### config.mk
export PLATFORM = sky130hd
export DESIGN_NAME = muldiv_hilo_ctrl
export DESIGN_NICKNAME = d
export VERILOG_FILES = /design/src/rtl/muldiv_hilo_ctrl.sv
export SDC_FILE = /design/constraint.sdc
export NUM_CORES = 2
export LEC_CHECK = 0
export BUFFER_PORTS_ARGS = -buffer_cell sky130_fd_sc_hd__buf_4
export CAP_MARGIN = 5
export CORE_MARGIN = 4
export CORE_UTILIZATION = 45
export CTS_CLUSTER_SIZE = 28
export DETAILED_ROUTE_END_ITERATION = 8
export HOLD_SLACK_MARGIN = 0.05
export SLEW_MARGIN = 20
export SYNTH_ARGS = -nofsm -noshare
export SYNTH_HDL_FRONTEND = slang
export SYNTH_SLANG_ARGS = --single-unit
### constraint.sdc
create_clock -name clk -period 29.4 [get_ports clk]
set_clock_uncertainty 0.2 [all_clocks]
set_input_delay 5.88 -clock clk [delete_from_list [all_inputs] [get_ports clk]]
set_output_delay 5.88 -clock clk [all_outputs]
set_load 0.005 [all_outputs]
### src/rtl/muldiv_hilo_ctrl.sv
// muldiv_hilo_ctrl
// Multi-cycle MULT/MULTU/DIV/DIVU sequencer for the execute stage. It owns
// the HI/LO register pair, stalls the pipeline while an operation runs,
// commits HI/LO in one completion cycle, and also services MTHI/MTLO writes.
//
// Ports
//   clk          rising-edge clock
//   rst          asynchronous active-high reset
//   alucontrolE  decoded ALU control code from the decoder
//   srcaE        rs operand (dividend / multiplicand / MTHI-MTLO data)
//   srcbE        rt operand (divisor / multiplier)
//   flushE       E-stage flush (exception or branch)
//   stall_mdE    pipeline stall request (combinational)
//   done_o       one-cycle pulse in the completion cycle
//   hi_o, lo_o   HI and LO registers
module muldiv_hilo_ctrl #(
  parameter int         MUL_LAT       = 3,
  parameter int         DIV_STEPS     = 32,
  // Control encodings; override to match the decoder's defines.h values.
  parameter logic [4:0] MULT_CONTROL  = 5'b01000,
  parameter logic [4:0] MULTU_CONTROL = 5'b01001,
  parameter logic [4:0] DIV_CONTROL   = 5'b01010,
  parameter logic [4:0] DIVU_CONTROL  = 5'b01011,
  parameter logic [4:0] MTHI_CONTROL  = 5'b01100,
  parameter logic [4:0] MTLO_CONTROL  = 5'b01101
) (
  input  logic        clk,
  input  logic        rst,
  input  logic [4:0]  alucontrolE,
  input  logic [31:0] srcaE,
  input  logic [31:0] srcbE,
  input  logic        flushE,
  output logic        stall_mdE,
  output logic        done_o,
  output logic [31:0] hi_o,
  output logic [31:0] lo_o
);

  typedef enum logic [1:0] {
    ST_IDLE = 2'd0,
    ST_MUL  = 2'd1,
    ST_DIV  = 2'd2,
    ST_DONE = 2'd3
  } state_t;

  // With a one-cycle multiply the MUL state is skipped and DONE reads the
  // multiplier output directly instead of the registered product.
  localparam bit         MUL_DIRECT   = (MUL_LAT == 1);
  localparam logic [5:0] MUL_CNT_INIT = (MUL_LAT > 1) ? 6'(MUL_LAT - 2) : 6'd0;
  localparam logic [5:0] DIV_CNT_INIT = 6'(DIV_STEPS - 1);

  // Two's-complement magnitude; 0x80000000 maps onto itself as unsigned.
  function automatic logic [31:0] mag32(input logic [31:0] v, input logic sgn);
    return (sgn && v[31]) ? (32'd0 - v) : v;
  endfunction

  state_t      state_r, state_s;
  logic [31:0] mag_a_r, mag_b_r, quo_r, rem_r, hi_r, lo_r;
  logic [63:0] prod_r;
  logic [5:0]  cnt_r;
  logic        sign_a_r, sign_b_r, is_div_r;

  logic        is_mul_s, is_div_s, op_signed_s, start_s;
  logic [32:0] rem_shift_s, rem_diff_s;
  logic [63:0] mult_s, prod_sel_s, prod_fix_s;
  logic [31:0] quo_fix_s, rem_fix_s, raw_a_s, commit_hi_s, commit_lo_s;

  // Operation decode and the divide/multiply datapath shared by all states.
  always_comb begin
    is_mul_s    = (alucontrolE == MULT_CONTROL) || (alucontrolE == MULTU_CONTROL);
    is_div_s    = (alucontrolE == DIV_CONTROL)  || (alucontrolE == DIVU_CONTROL);
    op_signed_s = (alucontrolE == MULT_CONTROL) || (alucontrolE == DIV_CONTROL);
    start_s     = is_mul_s || is_div_s;
    // Restoring step: shift {rem,quo} left, trial-subtract the divisor.
    rem_shift_s = {rem_r, quo_r[31]};
    rem_diff_s  = rem_shift_s - {1'b0, mag_b_r};
    mult_s      = {32'd0, mag_a_r} * {32'd0, mag_b_r};
    prod_sel_s  = MUL_DIRECT ? mult_s : prod_r;
    // Sign flags are only ever set for signed ops, so unsigned ops pass through.
    prod_fix_s  = (sign_a_r ^ sign_b_r) ? (64'd0 - prod_sel_s) : prod_sel_s;
    quo_fix_s   = (sign_a_r ^ sign_b_r) ? (32'd0 - quo_r) : quo_r;
    rem_fix_s   = sign_a_r ? (32'd0 - rem_r) : rem_r;
    raw_a_s     = sign_a_r ? (32'd0 - mag_a_r) : mag_a_r;
    if (!is_div_r) begin
      commit_hi_s = prod_fix_s[63:32];
      commit_lo_s = prod_fix_s[31:0];
    end else if (mag_b_r == 32'd0) begin
      commit_hi_s = raw_a_s;
      commit_lo_s = 32'hFFFF_FFFF;
    end else begin
      commit_hi_s = rem_fix_s;
      commit_lo_s = quo_fix_s;
    end
  end

  // State register.
  always_ff @(posedge clk or posedge rst) begin
    if (rst) state_r <= ST_IDLE;
    else     state_r <= state_s;
  end

  // Next-state, stall and completion-pulse logic.
  always_comb begin
    state_s   = state_r;
    stall_mdE = 1'b0;
    done_o    = 1'b0;
    case (state_r)
      ST_IDLE: begin
        if (start_s && !flushE) begin
          stall_mdE = 1'b1;
          if (is_div_s)        state_s = ST_DIV;
          else if (MUL_DIRECT) state_s = ST_DONE;
          else                 state_s = ST_MUL;
        end else begin
          state_s = ST_IDLE;
        end
      end
      ST_MUL, ST_DIV: begin
        if (flushE) begin
          state_s = ST_IDLE;
        end else begin
          stall_mdE = 1'b1;
          if (cnt_r == 6'd0) state_s = ST_DONE;
          else               state_s = state_r;
        end
      end
      ST_DONE: begin
        state_s = ST_IDLE;
        done_o  = !flushE;
      end
      default: state_s = ST_IDLE;
    endcase
    // Reset forces the outputs low at once, even with a start code present.
    if (rst) begin
      stall_mdE = 1'b0;
      done_o    = 1'b0;
    end else begin
      stall_mdE = stall_mdE;
      done_o    = done_o;
    end
  end

  // Operand capture, iteration, HI/LO commit and MTHI/MTLO writes.
  always_ff @(posedge clk or posedge rst) begin
    if (rst) begin
      mag_a_r  <= 32'd0;
      mag_b_r  <= 32'd0;
      quo_r    <= 32'd0;
      rem_r    <= 32'd0;
      prod_r   <= 64'd0;
      cnt_r    <= 6'd0;
      sign_a_r <= 1'b0;
      sign_b_r <= 1'b0;
      is_div_r <= 1'b0;
      hi_r     <= 32'd0;
      lo_r     <= 32'd0;
    end else begin
      case (state_r)
        ST_IDLE: begin
          if (!flushE) begin
            if (start_s) begin
              mag_a_r  <= mag32(srcaE, op_signed_s);
              mag_b_r  <= mag32(srcbE, op_signed_s);
              quo_r    <= mag32(srcaE, op_signed_s);
              rem_r    <= 32'd0;
              sign_a_r <= op_signed_s & srcaE[31];
              sign_b_r <= op_signed_s & srcbE[31];
              is_div_r <= is_div_s;
              cnt_r    <= is_div_s ? DIV_CNT_INIT : MUL_CNT_INIT;
            end else if (alucontrolE == MTHI_CONTROL) begin
              hi_r <= srcaE;
            end else if (alucontrolE == MTLO_CONTROL) begin
              lo_r <= srcaE;
            end
          end
        end
        ST_MUL: begin
          if (!flushE) begin
            prod_r <= mult_s;
            cnt_r  <= cnt_r - 6'd1;
          end
        end
        ST_DIV: begin
          if (!flushE) begin
            if (!rem_diff_s[32]) begin
              rem_r <= rem_diff_s[31:0];
              quo_r <= {quo_r[30:0], 1'b1};
            end else begin
              rem_r <= rem_shift_s[31:0];
              quo_r <= {quo_r[30:0], 1'b0};
            end
            cnt_r <= cnt_r - 6'd1;
          end
        end
        ST_DONE: begin
          if (!flushE) begin
            hi_r <= commit_hi_s;
            lo_r <= commit_lo_s;
          end
        end
        default: begin
          hi_r <= hi_r;
        end
      endcase
    end
  end

  assign hi_o = hi_r;
  assign lo_o = lo_r;

endmodule

# Word level (Yosys, flattened, before mapping)
# Cells that the tools add are included.
classes:
  n_addsub: 8
  mul: 1
  eq_ne: 19
  muxes: 47
  bitwise: 4
  n_reduce_logical: 21
ops:
  columns: ["cell", "n"]
  rows:
  - ["two-way mux 32 bit", 25]
  - ["case mux 32 bit (2 select lines)", 4]
  - ["subtractor 1 x 32 -> 32 bit, first input constant", 5]
  - ["multiplier 32 x 32 -> 64 bit", 1]
  - ["two-way mux 64 bit", 1]
  - ["subtractor 1 x 64 -> 64 bit, first input constant", 1]
  - ["subtractor 33 x 32 -> 33 bit", 1]
  - ["zero test 32 bit", 1]
  - ["== test 5 x 4 -> 1 bit, second input constant", 6]
  - ["two-way mux 6 bit", 3]
  - ["!= test 2 bit, second input constant", 9]
  - ["case mux 6 bit (2 select lines)", 1]
  - ["two-way mux 2 bit", 4]
  - ["AND reduction 4 bit", 2]
  - ["zero test 6 bit", 1]
  - ["two-way mux 1 bit", 6]
  - ["case mux 2 bit (3 select lines)", 1]
  - ["AND reduction 6 bit", 1]
  - ["nonzero test 2 bit", 3]
  - ["subtractor 6 x 1 -> 6 bit, second input constant", 1]
  - ["two-way mux 5 bit", 1]
  - ["AND reduction 5 bit", 1]
  - ["== test 2 bit, second input constant", 2]
  - ["logical OR 1 bit", 4]
  - ["other kinds (12)", 15]
word_totals:
  register_bits: 267
  out_inout_bits: 66
  word_cells: 112

# Longest topological paths before layout
logic_depth:
  ltp_word: 7
  mapped_depth: 30

# Least setup slack after synthesis
# No wires, ideal clock.
synth_timing:
  path_kind: "input to output"
  from: "in alucontrolE[4]"
  to: "out stall_mdE"
  arrival_ps: 7149
  path_slack_ps: 16171
  stages: 7
  n_path_buf: 2
  path_cell_list: "nand2b_1 > nor2_1 > nand2_1 > or2_2 > clkbuf_1 > clkbuf_1 > a211oi_1"
synth_via:
  elab_chain_cells: 7
  elab_cells_between_ends: 11
synth_rtl:
  columns: ["element", "line", "source"]
  rows:
  - ["start: declaration", "29", "input logic [4:0] alucontrolE,"]
  - ["== test 5 x 4 -> 1 bit (on tied branches)", "70, 71", null]
  - ["logical OR 1 bit (on tied branches)", "70, 71", null]
  - ["logical OR 1 bit (*)", "73", "start_s = is_mul_s || is_div_s;"]
  - ["logical AND 1 bit (*)", "109", "if (start_s && !flushE) begin"]
  - ["two-way mux 1 bit (*)", "109", null]
  - ["case mux 1 bit (2 select lines) (*)", "107", "case (state_r)"]
  - ["two-way mux 1 bit (*)", "134", "if (rst) begin"]
  - ["end: declaration", "33", "output logic stall_mdE,"]
# Mark *: on every way between the ends. The rest lies on a longest branch, timed or not.

# Worst setup path in the final report
# Ends and elaborated chain as after synthesis.

==> summary.md <==
| Metric | Value |
|---|---|
| Outcome | complete, no violations |
| Endpoints failing setup | 0 |
| Area grow syn2layout | 6.60% |
| Crit. End Element | output pin |
| Worst relative slew slack | 27.6% |
| EDFF count, synth | 0 |
| CTS Sinks | around 270 |
| Most frequent cells in the layout | inv_1, fa_1, nand2_1 |
| Via-per-instance ratio | 5.65 |
| Kind of critical path | in2out |
| Least-Margin Pin Slew | 1.08 ns |
| Core ar. | roughly 110000 sq um |
| Max FO, Critical Path | 38 |
| Hold_buf cts | 0 |
| Sequential area share after synthesis | 13.0% |
| Post-DRT Antenna Nets | 0 |
| Clock Tree Root | clkbuf_16 |
| Top FF cell, synth | dfrtp_1 |
| Max Cap Violations | 0 |
| # IOs | 138 |
| Post-Syn Area per Cell | 8.62 sq um |
| CP peak stage delay | around 0.42 ns |
| Clock buffer depth | 3 |
| Post-CTS Setup Bufs | 0 |
| Hold Crit Class | reg2reg |
| Post-synth ARST share | 100% |
| Syn Inst Count | between 5000 and 6000 |
| Post-route cell area | 54900 sq um |
| Die area | around 120000 sq um |
| Die X | 346 um |
| #FFs+latches synth | 267 |
| Tcrit/Tclk final | 45.7% |
| Worst-path clk slew | 0.06 ns |
| CP Cell Sequence | buf_4 -> nand2b_1 -> nor2_1 -> nand2_1 -> or2_4 -> a211oi_1 -> buf_4 |
| CTS tree | done |
| Synthesized area | around 51000 sq um |
| WP data arrival | 7.37 ns |
| Share of layout cells above drive strength 1 | 5.80% |
| FP Rows | approximately 120 |
| Vias in the first global route | 43338 |
| Via count | 41731 |
| I/O Buffers | around 140 |
| Clk_lat worst skew | around 0.64 ns |
| Worst setup SP type | primary input |
| Total congestion overflow | 0 |
| Initial antenna violation count | 10 |
| FMAX | around 74 MHz |
| Ys Warns | 0 |
| CTS Buf Count | 31 |
| First-pass GRT wire length | 261000 um |
| Distinct cells, synth | 81 |
| Router iterations before antenna repair | 5 |
| CTS resizes | 0 |
| DRC | 0 |
| Final TNS setup | 0 ns |
| GPL Wtd Cong | 0.975 |
| Starting DRT DRC Count | 3195 |
| Final core utilization | 48.6% |
| Final min period | 13.45 ns |
| Largest net degree at the start of global routing | roughly 130 |
| Chip height | roughly 350 um |
| Final Max Tran Viols | 0 |
| Min-Delay Startpoint | hi_o[2]$_DFFE_PP0P_ |
| Reg2reg start | mag_a_r[18]$_DFFE_PP0P_ |
| WL per Instance | around 23 um |
| Nets | 7131 |
| Place WS | 15.95 ns |
| CP required | 23.32 ns |
| DP HPWL | 130000 um |
| Final Hold Fails | 0 |
| Crit-path slowest cell | or2_4 |
| Setup slack after layout | around 16 ns |
| GRT Overall Usage | 27.9% |
| Wirelength, routed | around 170000 um |
| Commonest non-fill, non-tap cell in the layout | inv_1 |
| Worst setup startpoint | alucontrolE[4] |
| Initial Util | 45.6% |
| Placed cell area | approximately 54000 sq um |
| Worst path most repeated cell | buf_4 |
| RSZ-0062 raised after global routing | no |
| CTS H-tree depth | 1 |
| Syn nets | 7247 |
==> synth_stat cells, types with 17 or more instances <==
cell,instances,area share (%)
o211ai_1,38,0.55
a31oi_1,74,0.90
nand4_1,34,0.41
nor2_1,269,2.0
o41ai_1,21,0.36
nor3_1,53,0.52
o21a_1,17,0.25
o21ai_0,246,2.4
o21bai_1,18,0.26
or4_1,20,0.29
o31ai_1,47,0.69
dfrtp_1,267,13
a211oi_1,25,0.36
mux2i_1,64,1.2
nand3_1,32,0.31
and2_1,493,6.0
clkbuf_1,356,2.6
a21o_1,45,0.66
nand2_1,891,6.5
a21oi_1,212,2.1
or3_1,24,0.29
buf_1,27,0.20
inv_1,924,6.7
ha_1,308,7.5
xor2_1,119,2.0
fa_1,897,35
xnor2_1,166,2.8
nor4_1,31,0.38
nand2b_1,55,0.67
o221ai_1,35,0.60
==> stage by stage <==
stage | hold WS, ns | std cells
6_report | 0.284 | 7382
5_1_grt | 0.316 | 7379
4_1_cts | 0.291 | 7379
2_1_floorplan | 0.263 | 5970
3_3_place_gp | 0.269 | 7321
3_5_place_dp | 0.276 | 7321
==> metal layers <==
metal / routed length, um / part of all wire (%) / vias to the layer above / GRT usage (%)
met5: 58 / 0.035 / - / 0
met1: 67700 / 41 / 21402 / 36.4
met2: 79400 / 48 / 1472 / 47.1
li1: - / - / 18499 / -
met3: 12000 / 7.2 / 350 / 4.30
met4: 7550 / 4.5 / 8 / 10.5
==> final cells by class <==
type	count	area [sq um]
Fill cell	10924	58100
Multi-Input combinational cell	4387	39900
Sequential cell	267	6690
Inverter	926	3480
Tap cell	1500	1880
Timing Repair Buffer	241	1810
Clock buffer	38	802
Clock inverter	20	280
Antenna cell	3	7.51
==> state kept, by name, indices dropped and copies added (netlist names), 2 cells and up <==
register,cells
cnt_r,6
prod_r,64
lo_o,32
hi_o,32
rem_r,32
state_r,2
mag_a_r,32
quo_r,32
mag_b_r,32
==> final timing paths <==
path | end | slack [ns] | cells after the start
setup reg to reg | prod_r[56]$_DFFE_PP0P_ | 20.30 | 24
setup / recovery | stall_mdE | 15.95 | 7
min in group asynchronous | cnt_r[0]$_DFFE_PP0P_ | 5.23 | 2
max in group asynchronous | mag_a_r[26]$_DFFE_PP0P_ | 21.39 | 4
hold reg to reg | hi_o[2]$_DFFE_PP0P_ | 0.28 | 2
hold / removal | hi_o[2]$_DFFE_PP0P_ | 0.28 | 2
==> worst max-delay path, delay by kind of cell <==
kind / cells / cell delay, ns
buffers and inverters: 2 / 0.26
AO/OA/AOI/OAI: 1 / 0.27
AND/OR/NAND/NOR: 4 / 0.96
==> cell families (layout without fill, tap and decap cells) <==
group           Yosys count  count (layout)  share of synthesized area [%]
compound gates          849             849                           10.3
xor+xnor                285             285                           4.85
fa+ha+maj              1205            1205                           42.4
buf+inv                1316            1225                           9.62
flops                   267             267                           13.0
mux                      66              66                           1.31
other cells               0               3                              0
simple gates           1982            1982                           18.5
Power is left out: the tool's default activity adds up to more than one toggle a clock period on the data nets, which glitch-free logic cannot reach.
